[src/rtl/atm_pkg.sv]
// Shared definitions for the ATM secure-room scheduler and the secure-room controller:
// session state encoding and default session limits.
package atm_pkg;

  typedef enum logic [2:0] {
    IDLE,
    GRANT,
    AUTH,
    IN_USE,
    LOCKOUT
  } state_t;

  localparam int MAX_ATTEMPTS_DEF    = 3;
  localparam int SESSION_TIMEOUT_DEF = 1024;
  localparam int LOCKOUT_CYCLES_DEF  = 256;

endpackage

[src/rtl/atm_rr_arbiter.sv]
// Combinational round-robin pick: first set request at or after the start index,
// wrapping modulo NUM_REQ.
module atm_rr_arbiter #(
  parameter int NUM_REQ = 4,
  parameter int IW      = $clog2(NUM_REQ)
) (
  input  logic [NUM_REQ-1:0] req,
  input  logic [IW-1:0]      start,
  output logic [NUM_REQ-1:0] onehot,
  output logic [IW-1:0]      idx,
  output logic               valid
);

  int          cand;
  logic [IW-1:0] cidx;

  // Scan from the farthest offset down so the nearest candidate is the last to win.
  always_comb begin
    onehot = '0;
    idx    = '0;
    valid  = 1'b0;
    cand   = 0;
    cidx   = '0;
    for (int off = NUM_REQ - 1; off >= 0; off--) begin
      cand = (int'(start) + off) % NUM_REQ;
      cidx = IW'(cand);
      if (req[cidx]) begin
        valid  = 1'b1;
        idx    = cidx;
        onehot = NUM_REQ'(1) << cidx;
      end
    end
  end

endmodule

[src/rtl/atm_room_access_scheduler.sv]
// Round-robin access scheduler for the single-occupancy ATM secure room: grants one
// kiosk at a time, supervises passcode attempts with a session timeout and lockout.
module atm_room_access_scheduler
  import atm_pkg::*;
#(
  parameter int NUM_REQ         = 4,
  parameter int MAX_ATTEMPTS    = MAX_ATTEMPTS_DEF,
  parameter int SESSION_TIMEOUT = SESSION_TIMEOUT_DEF,
  parameter int LOCKOUT_CYCLES  = LOCKOUT_CYCLES_DEF,
  parameter int TW              = 16
) (
  input  logic                              clk,
  input  logic                              reset_n,
  input  logic [NUM_REQ-1:0]                req,
  input  logic                              pass_ok,
  input  logic                              pass_fail,
  input  logic                              room_exit,
  output logic [NUM_REQ-1:0]                grant,
  output logic [$clog2(NUM_REQ)-1:0]        grant_id,
  output logic                              room_start,
  output logic                              busy,
  output logic                              alarm,
  output logic                              timeout,
  output logic [$clog2(MAX_ATTEMPTS+1)-1:0] fail_count
);

  localparam int IW = $clog2(NUM_REQ);
  localparam int FW = $clog2(MAX_ATTEMPTS + 1);

  state_t            state, state_nxt;
  logic [TW-1:0]     timer, timer_nxt;
  logic [IW-1:0]     rr_ptr, rr_ptr_nxt;
  logic [NUM_REQ-1:0] grant_nxt;
  logic [IW-1:0]     grant_id_nxt;
  logic              room_start_nxt, busy_nxt, alarm_nxt, timeout_nxt;
  logic [FW-1:0]     fail_nxt, fail_inc;
  logic              go_idle;

  logic [NUM_REQ-1:0] arb_onehot;
  logic [IW-1:0]      arb_idx;
  logic               arb_valid;

  // rr_ptr is the next index to favour; starting at 0 gives req[0] top priority after reset.
  atm_rr_arbiter #(.NUM_REQ(NUM_REQ), .IW(IW)) u_arb (
    .req    (req),
    .start  (rr_ptr),
    .onehot (arb_onehot),
    .idx    (arb_idx),
    .valid  (arb_valid)
  );

  always_ff @(posedge clk) begin
    if (!reset_n) begin
      state      <= IDLE;
      timer      <= '0;
      rr_ptr     <= '0;
      grant      <= '0;
      grant_id   <= '0;
      room_start <= 1'b0;
      busy       <= 1'b0;
      alarm      <= 1'b0;
      timeout    <= 1'b0;
      fail_count <= '0;
    end else begin
      state      <= state_nxt;
      timer      <= timer_nxt;
      rr_ptr     <= rr_ptr_nxt;
      grant      <= grant_nxt;
      grant_id   <= grant_id_nxt;
      room_start <= room_start_nxt;
      busy       <= busy_nxt;
      alarm      <= alarm_nxt;
      timeout    <= timeout_nxt;
      fail_count <= fail_nxt;
    end
  end

  always_comb begin
    state_nxt      = state;
    timer_nxt      = timer;
    rr_ptr_nxt     = rr_ptr;
    grant_nxt      = grant;
    grant_id_nxt   = grant_id;
    room_start_nxt = 1'b0;
    timeout_nxt    = 1'b0;
    fail_nxt       = fail_count;
    fail_inc       = fail_count + FW'(1);
    go_idle        = 1'b0;

    case (state)
      IDLE: begin
        if (arb_valid) begin
          state_nxt      = GRANT;
          grant_nxt      = arb_onehot;
          grant_id_nxt   = arb_idx;
          rr_ptr_nxt     = (arb_idx == IW'(NUM_REQ - 1)) ? '0 : arb_idx + IW'(1);
          room_start_nxt = 1'b1;
        end
      end
      GRANT: begin
        state_nxt = AUTH;
        timer_nxt = '0;
        fail_nxt  = '0;
      end
      AUTH: begin
        // A failure always counts; only a lockout-triggering one preempts the other checks.
        timer_nxt = timer + TW'(1);
        if (pass_fail) fail_nxt = fail_inc;
        if (pass_fail && fail_inc == FW'(MAX_ATTEMPTS)) begin
          state_nxt = LOCKOUT;
          timer_nxt = '0;
          grant_nxt = '0;
        end else if (pass_ok && !pass_fail) begin
          state_nxt = IN_USE;
        end else if (timer == TW'(SESSION_TIMEOUT - 1)) begin
          timeout_nxt = 1'b1;
          go_idle     = 1'b1;
        end else if (!req[grant_id]) begin
          go_idle = 1'b1;
        end
      end
      IN_USE: begin
        if (room_exit) go_idle = 1'b1;
      end
      LOCKOUT: begin
        timer_nxt = timer + TW'(1);
        if (timer == TW'(LOCKOUT_CYCLES - 1)) go_idle = 1'b1;
      end
      default: go_idle = 1'b1;
    endcase

    if (go_idle) begin
      state_nxt = IDLE;
      grant_nxt = '0;
      fail_nxt  = '0;
    end

    busy_nxt  = (state_nxt != IDLE);
    alarm_nxt = (state_nxt == LOCKOUT);
  end

endmodule

[config.mk]
export PLATFORM = sky130hd
export DESIGN_NAME = atm_room_access_scheduler
export DESIGN_NICKNAME = d
export VERILOG_FILES = /design/src/rtl/atm_pkg.sv /design/src/rtl/atm_rr_arbiter.sv /design/src/rtl/atm_room_access_scheduler.sv
export SDC_FILE = /design/constraint.sdc
export NUM_CORES = 1
export LEC_CHECK = 0
export CAP_MARGIN = 40
export CELL_PAD_IN_SITES_DETAIL_PLACEMENT = 0
export CELL_PAD_IN_SITES_GLOBAL_PLACEMENT = 1
export CORE_UTILIZATION = 43
export DETAILED_ROUTE_END_ITERATION = 16
export PLACE_DENSITY = 0.87
export SLEW_MARGIN = 30
export SYNTH_ARGS = -nofsm -noshare
export SYNTH_HDL_FRONTEND = slang
export SYNTH_SLANG_ARGS = --single-unit
[constraint.sdc]
create_clock -name clk -period 3.35 [get_ports clk]
set_input_delay 0.335 -clock clk [delete_from_list [all_inputs] [get_ports clk]]
set_output_delay 0.335 -clock clk [all_outputs]
set_load 0.02 [all_outputs]
# ---- After elaboration in Yosys (flattened, before gate mapping)
# Cells that the tools add are included.
dict set report op_classes {
  bitwise_logic 2
  reduce_logical 15
  n_mux 44
  addsub 6
  eq_ne 12
  order_cmp 5
  shift 4
}
# cell count
set op_table {}
lappend op_table {{$pmux W16 S3} 1}
lappend op_table {{$mux W4} 6}
lappend op_table {{$mux W1} 17}
lappend op_table {{$add A16 B1 Y16 const B} 1}
lappend op_table {{$eq A16 B10 Y1 const B} 1}
lappend op_table {{$eq A16 B8 Y1 const B} 1}
lappend op_table {{$mux W16} 1}
lappend op_table {{$shl A1 B2 Y4 const A} 4}
lappend op_table {{$lt A2 B3 Y1 const B} 5}
lappend op_table {{$mux W2} 6}
lappend op_table {{$mux W3} 4}
lappend op_table {{$bmux W1 S2} 5}
lappend op_table {{$pmux W3 S3} 1}
lappend op_table {{$pmux W4 S2} 1}
lappend op_table {{$add A2 B1 Y2 const B} 3}
lappend op_table {{$eq A3 B2 Y1 const B} 2}
lappend op_table {{$eq A3 B3 Y1 const B} 2}
lappend op_table {{$ne A2 B2 Y1 const B} 3}
lappend op_table {{$reduce_and A2 Y1} 3}
lappend op_table {{$reduce_bool A3 Y1} 2}
lappend op_table {{$add A2 B2 Y2 const B} 2}
lappend op_table {{$eq A2 B2 Y1 const B} 2}
lappend op_table {{$pmux W1 S4} 1}
lappend op_table {{$pmux W2 S2} 1}
lappend op_table {{other kinds (9)} 13}
dict set report word_totals {
  reg_bits 33
  elab_cells 98
}

# ---- Depth between registers and ports, before layout
# Gate-level depths: netlist (run 1).
dict set report depth {
  word_depth 11
  depth_mapped 11
  mapped_depth_nobuf 9
}

# ---- By module
# From an unflattened synthesis (run 1), not the netlist that was laid out.
dict set report unflattened {
  cells_unflattened 252
  area_unflattened_um2 2150.8
}
# mod cells_each seq_area_each_um2 n_inst area_each_um2
set by_module_without_submodules {}
lappend by_module_without_submodules {atm_room_access_scheduler 191 660.6 1 1641.6}
lappend by_module_without_submodules {atm_rr_arbiter 61 0.0 1 509.2}

# ---- Worst setup path before layout (run 1)
# OpenSTA, ideal clock, no wires.
dict set report synth_path {
  path_kind {register to register}
  from {reg rr_ptr[0]}
  to {reg rr_ptr[0]}
  arrival_ps 2393
  stages_incl_launch_ff 10
  synth_period_minus_slack_ps 2463
  setup_slack_ps 887
  n_path_buf 2
  path_cell_list {dfxtp_1 buf_6 buf_6 inv_1 ha_1 mux4_2 nor2b_4 nand2b_1 a2111o_1 a21boi_1}
}
dict set report synth_via {
  elab_chain_cells 9
  elab_cells_between_ends 23
  cone_classes {add/sub: 4; eq/ne: 1; mux: 17; reduce/logical: 1}
}
# item line
set synth_lines {}
lappend synth_lines {{start: declaration} atm_room_access_scheduler.sv:32} ;# logic [IW-1:0] rr_ptr, rr_ptr_nxt;
lappend synth_lines {{start signal: assignment} atm_room_access_scheduler.sv:67} ;# rr_ptr <= rr_ptr_nxt;
lappend synth_lines {{$add A2 B2 Y2} atm_rr_arbiter.sv:25} ;# cand = (int'(start) + off) % NUM_REQ;
lappend synth_lines {{$bmux W1 S2} atm_rr_arbiter.sv:27} ;# if (req[cidx]) begin
lappend synth_lines {{$mux W1 (implied by the code)} atm_rr_arbiter.sv:27}
lappend synth_lines {{$mux W2 (4 in a row)} atm_rr_arbiter.sv:27}
lappend synth_lines {{$add A2 B1 Y2 or $eq A2 B2 Y1 (tied branches)} atm_room_access_scheduler.sv:96} ;# rr_ptr_nxt = (arb_idx == IW'(NUM_REQ - 1)) ? '0 : arb_idx + IW'(1);
lappend synth_lines {{$mux W2} atm_room_access_scheduler.sv:96}
# Parallel ways exist; a longest one is shown, timed or not. The select of a mux whose other input is x is not followed.
# A chain may end at the register's enable or synchronous reset.

# ---- Worst setup path after layout (run 1)
dict set report layout_path {
  from {reg rr_ptr[1]}
  to {reg rr_ptr[0]}
}
# Same word-level chain as after synthesis.

==> results by group, run 1 <==
Detailed routing
  • Vias per inst: 5.54
  • Vias: between 1500 and 2000
  • Wirelength per Cell: about 13 um
  • Total wire length: between 4000 and 5000 um
  • Post-route ant nets: 0
  • 1st-iter DRT viols: 87
  • DRT Pass-1 Iters: 4
  • DRC Markers: 0

Worst setup path
  • Reg2reg start: rr_ptr[1]$_SDFFE_PN0P_
  • Worst path buffer plus inverter count: 1
  • Slowest CP cell: dfxtp_1
  • CP endpoint kind: flip-flop
  • R2r setup slk: 730 ps
  • Startpoint Class: flip-flop
  • Crit path arrival time: 2840 ps
  • R2R Path End: rr_ptr[0]$_SDFFE_PN0P_
  • Worst Path Required: approximately 3600 ps
  • Worst reg-to-reg path cell count: 7
  • Worst Path Class, Setup: reg -> reg
  • CP max FO: 11
  • Crit path cell chain: inv_1 > ha_1 > mux4_2 > nor2b_4 > nand2b_1 > a2111o_1 > a21boi_1
  • Delay-heaviest family, CP: flip-flops
  • CP peak stage delay: ~590 ps

Die
  • Core Region: ~4800 um^2
  • Num rows: 25
  • Overall die height: a little over 70 um
  • IO Pins: 21
  • Total die area: 5240 um^2
  • Die Span X: roughly 72 um
  • Starting density of the core: between 40 and 50%

Synthesis
  • Sequential fraction of the synthesis area: between 30 and 40%
  • Top cells by count, synth: nor2_1, dfxtp_1, nand2_1
  • Cell count after synthesis: 241
  • Synth cell types: 60
  • Netlist Area Pre-Place: 2130 um^2
  • Async S/R FF share, synth: 0%
  • Synth Net Count: between 200 and 300
  • Yosys top cell area share: between 30% and 40%
  • Area leader, netlist: dfxtp_1
  • Syn Area/Cell: 8.84 um^2
  • Primary FF master, synth: dfxtp_1
  • Synthesis Warnings: 0
  • Number of synthesized flops with an enable pin: 0
  • Synth area leaders: dfxtp_1, ha_1, nor2_1, xnor2_1, mux4_2
  • #FFs+latches synth: 33
  • Top-count cell post-synth: nor2_1

Power and ir drop
  • Pleak: 0.000835 uW
  • Worst vdd ir: between 200 and 300 uV
  • P per Cell Area: between 600 and 700 nW/um^2
  • Power, Total: around 1600 uW

Run
  • Max-Cap Viols: 0

Clock tree
  • Hold_buf cts: 0
  • TritonCTS Buffers: 5
  • Clock root buffer: clkbuf_8
  • Post CTS Setup Buffer Count: 0
  • Max Buffers Root-to-Sink: 2
  • # resized after CTS: 0
  • H-Tree Depth: 2
  • Clk Latency, worst-skew pair: approximately 280 ps
  • CTS clock-pin slew for the worst setup and hold paths: 70 ps
  • Clk sink count: 33
  • CTS tree: done

STA
  • Setup_tns: 0 ps
  • Tmin final: about 2600 ps
  • Fmax: 382 MHz
  • RSZ-0062 raised after global routing: false
  • PnR worst setup slack: 733 ps
  • Max-slew violation count: 0
  • Final Skew: between 5 and 6 ps
  • Setup-failing EPs final: 0
  • Worst slew pin tran: approximately 670 ps
  • Slew margin rel.: a little under three fifths
  • Tcrit/Tclk final: 78.1%
  • Final hold violation count: 0

Hold path
  • WHS Endpoint: grant_id[1]$_SDFFE_PN0P_
  • Min-delay src: grant_id[1]$_SDFFE_PN0P_
  • Hold path cells: 2
  • Hold crit path type: reg -> reg

Final layout
  • Layout Utilization: between 50 and 60%
  • Antenna diodes: 0
  • Post-route non-filler standard cell count: around 330
  • Area grow syn2layout: 13.2%
  • Layout cells sized above 1: 9.69%
  • Net count reported at finish: around 280

Placement
  • IO buf count: 20
  • Placed cells: around 320
  • Gpl congestion: slightly below 0.8
  • HPWL after DPL: approximately 3000 um
  • Pre-CTS WS: 631 ps

GRT
  • Initial antenna violation count: 0
  • Largest net degree at the start of global routing: 22
  • First-pass GRT wire length: around 7200 um
  • Vias in the first global route: roughly 1500
  • Global-route total usage across every layer: about 18%
  • GRT Residual Overflow: 0

Status
  • Status: completed
==> worst min-delay path, delay by kind of cell, from the launching register on <==
kind | cells | cell delay, ps
AO/OA/AOI/OAI | 1 | 50
flip-flops | 1 | 330
AND/OR/NAND/NOR | 1 | 60
==> registers in the layout (all words and copies together) (netlist names) <==
name        count
state           3
busy            1
grant_id        2
rr_ptr          2
fail_count      2
timer          16
alarm           1
timeout         1
grant           4
room_start      1
==> layout make-up <==
class / instances / area [um^2]
fill: 484 / 2340
multi-input combinational: 188 / 1340
timing repair buffer: 22 / 215
inverter: 7 / 26.3
sequential: 33 / 661
clock inverter: 2 / 10.0
tap: 67 / 83.8
clock buffer: 6 / 72.6
==> per-layer routing <==
metal  GRT usage [%]  up-vias  share of wire [%]
li1                -      899                  -
met1            24.6      857                 51
met2            26.6       36                 45
met3            3.75        7                2.9
met4            5.88        0                1.2
met5               0        -                  0
==> cell usage in the layout (no fill, tap or decap), types with 5 or more instances in the layout <==
master	count
o21ai_0	5
xnor2_1	11
nor2_1	35
clkdlybuf4s50_1	20
dfxtp_1	33
nand2_1	20
and2_1	5
inv_1	7
a21oi_1	11
clkbuf_8	5
nor3_1	6
nand3_1	6
ha_1	11
==> metrics by stage <==
step           cell area [um^2]  hold WS, ps
2_1_floorplan              2130          484
3_3_place_gp               2330          474
3_5_place_dp               2330          475
4_1_cts                    2410          485
5_1_grt                    2410          522
6_report                   2410          479
==> where the power goes <==
part	internal (uW)	leakage (uW)	switching (uW)
logic	379	0.000521	425
clock network	144	0.0000450	144
registers	449	0.000268	79.7
total	972	0.000835	649
==> how the worst max path moves through the flow <==
stage | from | end | slack (ps) | depth (start not counted)
after global routing | rr_ptr[1]$_SDFFE_PN0P_ | rr_ptr[0]$_SDFFE_PN0P_ | 570 | 7
after floorplan | rr_ptr[0]$_SDFFE_PN0P_ | rr_ptr[0]$_SDFFE_PN0P_ | 890 | 9
after CTS | rr_ptr[1]$_SDFFE_PN0P_ | rr_ptr[0]$_SDFFE_PN0P_ | 740 | 7
after detailed placement | req[1] | rr_ptr[0]$_SDFFE_PN0P_ | 630 | 8
final | rr_ptr[1]$_SDFFE_PN0P_ | rr_ptr[0]$_SDFFE_PN0P_ | 730 | 7
after global placement | req[1] | rr_ptr[0]$_SDFFE_PN0P_ | 730 | 8
==> kinds of logic (layout without fill, tap and decap cells) <==
kind of cell | after synthesis | in the layout | share of synthesized area (%)
flops | 33 | 33 | 31.0
compound gates | 53 | 53 | 19.2
buf+inv | 20 | 37 | 5.93
xor+xnor | 15 | 15 | 6.17
mux | 10 | 10 | 7.99
fa+ha+maj | 11 | 11 | 6.46
simple gates | 99 | 99 | 23.3
(Power assumes the default switching activity.)
==> run 2: changes to the inputs <==
--- a/config.mk
+++ b/config.mk
@@ -8,9 +8,9 @@
 export CAP_MARGIN = 40
 export CELL_PAD_IN_SITES_DETAIL_PLACEMENT = 0
 export CELL_PAD_IN_SITES_GLOBAL_PLACEMENT = 1
-export CORE_UTILIZATION = 43
+export CORE_UTILIZATION = 39
 export DETAILED_ROUTE_END_ITERATION = 16
-export PLACE_DENSITY = 0.87
+export PLACE_DENSITY = 0.83
 export SLEW_MARGIN = 30
 export SYNTH_ARGS = -nofsm -noshare
 export SYNTH_HDL_FRONTEND = slang
==> constraint.sdc (replaced) <==
create_clock -name clk -period 2.3 [get_ports clk]
set_input_delay 0.23 -clock clk [delete_from_list [all_inputs] [get_ports clk]]
set_output_delay 0.23 -clock clk [all_outputs]
set_load 0.02 [all_outputs]
==> results by group, run 2 (synthesis gave the netlist of run 1 again) <==
Worst setup path
  • Worst Path Class, Setup: reg -> reg (unchanged)
  • Delay-heaviest family, CP: compound AO/OA/AOI/OAI gates (was flip-flops)
  • Worst path buffer plus inverter count: 1 (unchanged)
  • Startpoint Class: flip-flop (unchanged)
  • Worst reg-to-reg path cell count: 7 (unchanged)
  • CP peak stage delay: 490 ps (was 590 ps)
  • Crit path arrival time: 2350 ps (was 2840 ps)
  • Worst Path Required: 2510 ps (was 3570 ps)
  • Crit path cell chain: inv_1 > ha_4 > mux4_2 > nor2b_4 > nand2b_1 > a2111o_1 > a21boi_1 (was inv_1 > ha_1 > mux4_2 > nor2b_4 > nand2b_1 > a2111o_1 > a21boi_1)
  • CP max FO: 5 (was 11)
  • CP Depth: 7 (unchanged)
  • CP endpoint kind: flip-flop (unchanged)
  • Slowest CP cell: mux4_2 (was dfxtp_1)

Hold path
  • Hold crit path type: reg -> reg (unchanged)
  • Hold path cells: 2 (unchanged)

Detailed routing
  • Post-route ant nets: 0 (unchanged)
  • Total wire length: 4590 um (was 4330 um)
  • Vias: 1843 (was 1799)
  • Vias per inst: 5.27 (was 5.54)
  • Wirelength per Cell: 13.1 um (was 13.3 um)
  • 1st-iter DRT viols: 56 (was 87)
  • DRC Markers: 0 (unchanged)
  • DRT Pass-1 Iters: 4 (unchanged)

STA
  • Tmin final: 2150 ps (was 2620 ps)
  • Slew margin rel.: 57.4% (was 55.4%)
  • Tcrit/Tclk final: 93.3% (was 78.1%)
  • Final hold violation count: 0 (unchanged)
  • Setup_tns: 0 ps (unchanged)
  • Setup-failing EPs final: 0 (unchanged)
  • Final Skew: 5.32 ps (was 5.78 ps)
  • Max-slew violation count: 0 (unchanged)
  • RSZ-0062 raised after global routing: false (unchanged)
  • Worst slew pin tran: 637 ps (was 668 ps)
  • Fmax: 466 MHz (was 382 MHz)

Final layout
  • Number of flip-flops under the largest register name: 16 (unchanged)
  • Most frequent cells in the layout: nor2_1, dfxtp_1, buf_4 (was nor2_1, dfxtp_1, nand2_1, clkdlybuf4s50_1)
  • Layout fillers: 509 (was 484)
  • Largest regs: timer x16, grant x4, state x3 (unchanged)
  • Fin area: 2590 um^2 (was 2410 um^2)
  • Layout cells sized above 1: 17.9% (was 9.69%)
  • Layout Utilization: 50.2% (was 50.7%)
  • Net count reported at finish: 299 (was 277)
  • Area grow syn2layout: 21.8% (was 13.2%)
  • Antenna diodes: 0 (unchanged)
  • Commonest non-fill, non-tap cell in the layout: nor2_1 (unchanged)
  • Top reg by flops: timer (unchanged)

Clock tree
  • Clock root buffer: clkbuf_8 (unchanged)
  • TritonCTS Buffers: 5 (unchanged)
  • # resized after CTS: 0 (unchanged)
  • H-Tree Depth: 2 (unchanged)
  • CTS clock-pin slew for the worst setup and hold paths: 70 ps (about the same)
  • Clk Latency, worst-skew pair: 280 ps (about the same)
  • Max Buffers Root-to-Sink: 2 (unchanged)
  • CTS tree: done (unchanged)
  • Clk sink count: 33 (unchanged)

Placement
  • IO buf count: 20 (unchanged)
  • HPWL after DPL: 3490 um (was 3030 um)
  • Gpl congestion: 0.811 (was 0.772)
  • DP Area: 2500 um^2 (was 2330 um^2)

GRT
  • Vias in the first global route: 1696 (was 1549)
  • Initial antenna violation count: 0 (unchanged)
  • GRT Residual Overflow: 0 (unchanged)
  • Global-route total usage across every layer: 16.7% (was 17.5%)
  • Largest net degree at the start of global routing: 22 (unchanged)
  • First-pass GRT wire length: 7820 um (was 7250 um)

Run
  • Max-Cap Viols: 0 (unchanged)

Die
  • Num rows: 26 (was 25)
  • Overall die height: 75.9 um (was 72.4 um)
  • Starting density of the core: 41.2% (was 44.8%)
  • Die Span X: 75.9 um (was 72.4 um)
  • Core Region: 5170 um^2 (was 4750 um^2)
  • IO Pins: 21 (unchanged)
  • Total die area: 5760 um^2 (was 5240 um^2)

Status
  • Status: completed (unchanged)

Power and ir drop
  • Pleak: 0.000945 uW (was 0.000835 uW)
  • Worst vdd ir: 486 uV (was 292 uV)
  • Power, Total: 2570 uW (was 1620 uW)
  • P per Cell Area: 989 nW/um^2 (was 672 nW/um^2)
[run 2: layer usage]
metal	global-route usage, %	vias up	wire (um)
li1	-	940	-
met1	22.8	866	2350
met2	26.4	32	2060
met3	2.53	5	117
met4	6.35	0	61
met5	0	-	0
[run 2: tightest hold or removal path, cell delays in order (launching register included)]
cell and delay [ps]:
dfxtp_1 320, nand2_1 70, a221oi_2 50
[run 2: power breakdown]
group / internal (uW) / switching (uW)
combinational: 706 / 705
clock: 209 / 202
sequential: 657 / 87.3
total: 1570 / 994
[run 2: final timing paths]
| check | start | to | slack (ps) |
|---|---|---|---|
| setup / recovery | rr_ptr[1]$_SDFFE_PN0P_ | rr_ptr[0]$_SDFFE_PN0P_ | 150 |
| hold / removal | grant[1]$_SDFFE_PP0P_ | grant[1]$_SDFFE_PP0P_ | 490 |
| setup reg to reg | rr_ptr[1]$_SDFFE_PN0P_ | rr_ptr[0]$_SDFFE_PN0P_ | 150 |
| hold reg to reg | grant[1]$_SDFFE_PP0P_ | grant[1]$_SDFFE_PP0P_ | 490 |
[run 2: area by class of cell]
class                   count  area [um^2]  share of cell area, %
multi-input cells         188         1360                   52.3
flip-flops and latches     33          662                   25.5
repair buffers             44          380                   14.7
well taps                  70         87.6                   3.38
clock buffers               6         72.6                   2.80
inverters                   7         26.3                   1.01
clock inverters             2         10.0                  0.386
[run 2: timing repair]
item,CTS,global route
endpoints found under the setup margin,0,1
buffers inserted,0,1
hold buffers,0,0
endpoints found under the hold margin,0,0
[run 2: stage by stage]
step	setup slack, ps	hold WS, ps	std cells
3_5_place_dp	-67.7	479	341
4_1_cts	114	489	349
5_1_grt	20.2	515	350
2_1_floorplan	16.2	440	241
6_report	153	486	350
3_3_place_gp	-8.90	470	341
